[src/rtl/serial_add_ctrl.sv]
// rtl/serial_add_ctrl.sv - bit-serial adder controller driving one external full-adder cell
// Optional subtract mode under SERIAL_ADD_SUB_EN.
module serial_add_ctrl #(
    parameter int WIDTH = 8
) (
    input  logic             clk,
    input  logic             rst_n,
    input  logic             start,
    input  logic [WIDTH-1:0] a,
    input  logic [WIDTH-1:0] b,
`ifdef SERIAL_ADD_SUB_EN
    input  logic             sub,
`endif
    output logic             busy,
    output logic             done,
    output logic [WIDTH-1:0] sum,
    output logic             cout,
    output logic             fa_a,
    output logic             fa_b,
    output logic             fa_cin,
    input  logic             fa_sum,
    input  logic             fa_cout
);

    localparam int CW = $clog2(WIDTH + 1);
    localparam logic [CW-1:0] LAST_BIT = CW'(WIDTH - 1);

    typedef enum logic [1:0] {S_IDLE, S_RUN, S_DONE} state_t;

    state_t           state_q, state_d;
    logic [CW-1:0]    cnt_q, cnt_d;
    logic [WIDTH-1:0] a_sr_q, a_sr_d;
    logic [WIDTH-1:0] b_sr_q, b_sr_d;
    logic             carry_q, carry_d;
    logic             sub_q, sub_d;
    logic [WIDTH-1:0] sum_q, sum_d;
    logic             cout_q, cout_d;
    logic [WIDTH-1:0] s_shift;
    logic             sub_in;
    logic             run;

`ifdef SERIAL_ADD_SUB_EN
    assign sub_in = sub;
`else
    assign sub_in = 1'b0;
`endif

    assign run = (state_q == S_RUN);

    // Partial result: s_shift is the accumulated value including the bit on the cell this cycle.
    generate
        if (WIDTH == 1) begin : g_w1
            assign s_shift = fa_sum;
        end else begin : g_wn
            logic [WIDTH-2:0] s_sr_q;
            assign s_shift = {fa_sum, s_sr_q};
            always_ff @(posedge clk or negedge rst_n) begin
                if (!rst_n) begin
                    s_sr_q <= '0;
                end else if (run) begin
                    s_sr_q <= s_shift[WIDTH-1:1];
                end
            end
        end
    endgenerate

    always_comb begin
        state_d = state_q;
        cnt_d   = cnt_q;
        a_sr_d  = a_sr_q;
        b_sr_d  = b_sr_q;
        carry_d = carry_q;
        sub_d   = sub_q;
        sum_d   = sum_q;
        cout_d  = cout_q;
        fa_a    = 1'b0;
        fa_b    = 1'b0;
        fa_cin  = 1'b0;
        case (state_q)
            S_IDLE: begin
                if (start) begin
                    a_sr_d  = a;
                    b_sr_d  = b;
                    sub_d   = sub_in;
                    carry_d = sub_in;
                    cnt_d   = '0;
                    state_d = S_RUN;
                end
            end
            S_RUN: begin
                fa_a    = a_sr_q[0];
                fa_b    = b_sr_q[0] ^ sub_q;
                fa_cin  = carry_q;
                a_sr_d  = a_sr_q >> 1;
                b_sr_d  = b_sr_q >> 1;
                carry_d = fa_cout;
                cnt_d   = cnt_q + CW'(1);
                if (cnt_q == LAST_BIT) begin
                    sum_d   = s_shift;
                    cout_d  = fa_cout;
                    state_d = S_DONE;
                end
            end
            S_DONE: state_d = S_IDLE;
            default: state_d = S_IDLE;
        endcase
    end

    always_ff @(posedge clk or negedge rst_n) begin
        if (!rst_n) begin
            state_q <= S_IDLE;
            cnt_q   <= '0;
            a_sr_q  <= '0;
            b_sr_q  <= '0;
            carry_q <= 1'b0;
            sub_q   <= 1'b0;
            sum_q   <= '0;
            cout_q  <= 1'b0;
        end else begin
            state_q <= state_d;
            cnt_q   <= cnt_d;
            a_sr_q  <= a_sr_d;
            b_sr_q  <= b_sr_d;
            carry_q <= carry_d;
            sub_q   <= sub_d;
            sum_q   <= sum_d;
            cout_q  <= cout_d;
        end
    end

    assign busy = (state_q != S_IDLE);
    assign done = (state_q == S_DONE);
    assign sum  = sum_q;
    assign cout = cout_q;

endmodule

[config.mk]
export PLATFORM = sky130hd
export DESIGN_NAME = serial_add_ctrl
export DESIGN_NICKNAME = d
export VERILOG_FILES = /design/src/rtl/serial_add_ctrl.sv
export SDC_FILE = /design/constraint.sdc
export NUM_CORES = 1
export LEC_CHECK = 0
export ABC_AREA = 0
export BUFFER_PORTS_ARGS = -buffer_cell sky130_fd_sc_hd__buf_2
export CAP_MARGIN = 20
export CORE_AREA = 2 2 44 86
export CTS_BUF_LIST = sky130_fd_sc_hd__clkbuf_4 sky130_fd_sc_hd__clkbuf_8 sky130_fd_sc_hd__clkbuf_16
export DETAILED_ROUTE_END_ITERATION = 6
export DIE_AREA = 0 0 46 88
export PLACE_DENSITY_LB_ADDON = 0.25
export SLEW_MARGIN = 20
export SYNTH_ARGS = -nofsm -noshare
export SYNTH_HDL_FRONTEND = slang
export SYNTH_SLANG_ARGS = --single-unit
[constraint.sdc]
create_clock -name clk -period 1.9 [get_ports clk]
set_input_delay 0.475 -clock clk [delete_from_list [all_inputs] [get_ports clk]]
set_output_delay 0.475 -clock clk [all_outputs]
set_load 0.02 [all_outputs]
[After elaboration in Yosys (flattened, before gate mapping)]
Index checks and enable logic that the tools add are counted.
Cells by class
  $add $sub $neg: 1
  equal/unequal tests: 5
  muxes and demuxes: 14
  reduce and logical (&&, ||, !) cells: 6
Operators by type and width (count)
  $pmux 8 s2: 2
  $mux 8: 2
  $pmux 4 s2: 1
  $reduce_and 2->1: 3
  $add 4x1->4 const B: 1
  $eq 4x3->1 const B: 1
  $mux 1: 4
  $mux 2: 2
  $mux 4: 1
  $pmux 2 s2: 1
  $reduce_bool 2->1: 2
  $eq 2x1->1 const B: 1
  $eq 2x2->1 const B: 1
  $logic_not 2->1: 1
  $ne 2x1->1 const B: 1
  $ne 2x2->1 const B: 1
  $pmux 1 s2: 1
Storage, ports and cells
  register bits: 39
  bits of input ports: 21
  word-level logic and storage cells: 34

[Logic depth before layout (Yosys ltp)]
  depth after elaboration: 3
  mapped depth: 5

[Worst setup path after synthesis]
No wires, ideal clock.
  kind: flip-flop to output port
  from: register state_q[1]
  to: output port done
  arrival: 1.238 ns
  required time: 1.425 ns
  setup slack: 0.187 ns
  cell stages (with the launch flop): 4
  path buffers: 2
  path through: dfrtp_1 clkbuf_1 clkbuf_1 nor2b_1
On the way
  longest elaborated chain between the ends: 1
Ends and longest elaborated chain
  start: declaration: RTL line 30  | state_t state_q, state_d;
  start signal: assignment: RTL line 120  | state_q <= state_d;
  $eq 2x2->1: RTL line 132  | assign done = (state_q == S_DONE);
  end: declaration: RTL line 15  | output logic done,
Every way passes these cells.

[Worst setup path after layout]
  from: register state_q[1]
  to: output port busy
On the way
  longest elaborated chain between the ends: 1
Ends and longest elaborated chain
  $reduce_bool 2->1: RTL line 131  | assign busy = (state_q != S_IDLE);
  end: declaration: RTL line 14  | output logic busy,
Every way passes these cells.

==> reports/qor.csv <==
metric,value,unit
status,"finished, final reports clean",
max_cap viols,0,
Yosys reg bits,39,
Worst EP arrival,1390,ps
CTS Buf Count,5,
CP peak stage delay,420,ps
share of layout cells above drive strength 1,0.307,
Placed Cells,229,
Worst-Skew Late Latency,290,ps
IO Count,35,
worst slew pin tran,493,ps
Crit Path Class,flip-flop to output pin,
post-synthesis cell count,165,
"commonest cells after routing, fill and taps aside","dfrtp_1, buf_2, nand2_1",
die extent in y,88,microns
register area share after synthesis,0.570,
# DRC,0,
core box area,3380,sq um
Max clock buf depth,2,
Starting Density,0.507,
"Remaining Overflow, GRT",0,
antenna violations before repair,0,
Pwr Total,3460,uW
Final Cell Area,2060,sq um
Mapped Area,1710,sq um
pwr/cell area,1680,nW/um^2
setup TNS,0,ps
RSZ-0062 raised after global routing,false,
Final GP Congestion,0.715,
hpwl dp,2.48,mm
CTS tree,yes,
ANT nets after route,0,
Ys Warns,0,
Max VDD drop,0.000952,V
Syn Area/Cell,10.4,sq um
Layout Area Growth over Synthesis,20.2,%
Die Wd,46,microns
fillers,312,
port bufs,34,
Crit Reg-Reg Startpoint,cnt_q[0],
syn nets,187,
Final Max Slew Viols,0,
Detailed Route WL,3.58,mm
gr usage total,0.204,
reg2reg setup slack,270,ps
Crit Path Max Fanout,19,
"Critical Path, Cell by Cell",buf_4 -> or2_2 -> buf_2,
Final Setup Violations,0,
H-tree depth,2,
Slew headroom,0.670,
CP endpoint kind,output pin,
Setup crit start kind,flip-flop,
Worst Skew,7.80,ps
Num Clock Sinks,39,
drt wl/cell,15.1,microns
Final #Nets,227,
DRT Pass-1 Iters,4,
fmax,538,MHz
Layout Cells excl Fill,237,
# rows,30,
largest net degree at the start of global routing,40,
Final min period,1860,ps
P_leak,0.000991,uW
"Slowest-stage cell, CP",dfrtp_1,
Final Hold Fails,0,
DP Area,1940,sq um
"commonest non-fill, non-tap cell in the layout",dfrtp_1,
vias in the first global route,1332,
first-pass GRT wire length,6.00,mm
Min-Delay Path Class,input port to async pin,
FF-to-FF path depth,4,
Initial DRC Count,39,
Vias/cell,5.66,
asr flop ratio synth,1.00,
Clock Tree Root,clkbuf_8,
period utilization,0.979,
"Reg clk slew, reported paths",70,ps
diode count,0,
Reg-to-Reg End,sum[2],
die area,4050,sq um
Synth Flop Type,dfrtp_1,
Post-synth EDFFs,0,
via count,1341,
synth unique cells,23,
WP data required,1420,ps
## logic make-up (layout without fill, tap and decap cells)
| family | count (synthesis) | count (layout) | share of synthesized area |
|---|---|---|---|
| adder cells (fa/ha/maj) | 1 | 1 | 0.00730 |
| flip-flops | 39 | 39 | 0.570 |
| multiplexers | 9 | 9 | 0.0592 |
| AND/OR/NAND/NOR | 57 | 57 | 0.166 |
| buffers and inverters | 12 | 52 | 0.0314 |
| AO/OA/AOI/OAI | 47 | 47 | 0.167 |
## how the worst max path moves through the flow
stage                     slack (ps)    to  depth (start not counted)        from
after floorplan                  190  done                          3  state_q[1]
after global placement           290  fa_a                          4  state_q[0]
after detailed placement         250  fa_a                          4  state_q[0]
after CTS                        0.7  fa_a                          4  state_q[0]
after global routing               9  busy                          3  state_q[1]
final                             40  busy                          3  state_q[1]
## state kept, by name, indices dropped and copies added, names as in the netlist
signal	count
g_wn.s_sr_q	7
sum	8
a_sr_q	8
b_sr_q	8
carry_q	1
cout	1
cnt_q	4
state_q	2
## critical path: cells and delay by family, from the launching register on
family,cells,cell delay [ps]
flops,1,420
simple gates,1,300
buf+inv,2,370
## layout make-up
cell class	count	area, sq um	share of cell area
flip-flops and latches	39	977	0.475
clock inverters	1	30.0	0.0146
inverters	2	7.51	0.00365
multi-input cells	114	686	0.333
clock buffers	6	76.3	0.0371
well taps	32	40.0	0.0195
repair buffers	43	241	0.117
## cells in the mapped netlist, types with 2 or more instances
| library cell | instances | share of area |
|---|---|---|
| nand3_1 | 3 | 0.0088 |
| nor2b_1 | 14 | 0.051 |
| and2_1 | 3 | 0.011 |
| a21oi_1 | 12 | 0.035 |
| a22o_1 | 2 | 0.010 |
| mux2_2 | 9 | 0.059 |
| clkbuf_1 | 8 | 0.018 |
| o21ai_0 | 17 | 0.050 |
| inv_1 | 2 | 0.0044 |
| nand2_1 | 31 | 0.068 |
| a22oi_1 | 14 | 0.061 |
| dfrtp_1 | 39 | 0.57 |
## what timing repair did
item                       CTS  global route
gates resized for setup      2             1
setup buffers                0             1
setup endpoints to repair    2             3
hold endpoints to repair     0             0
hold buffers                 0             0
## through the flow
step	worst slack, ps	hold slack [ps]	utilization
after floorplan	187	179	-
after CTS	0.711	242	0.606
after global routing	8.93	268	0.609
after global placement	286	460	0.573
final	40.0	220	0.609
after detailed placement	248	474	0.573
## where the power goes
part           switching, uW  internal [uW]  total [uW]
Sequential               231           1180        1420
Clock                    282            399         682
Combinational            773            594        1370
Total                   1290           2180        3460
## metal layers
metal  GRT usage  up-vias  part of all wire
li1            -      646                 -
met1       0.224      658              0.38
met2       0.357       31              0.57
met3      0.0309        6             0.036
met4       0.106        0             0.014
met5           0        -                 0
Power figures use the tool's default switching activity.
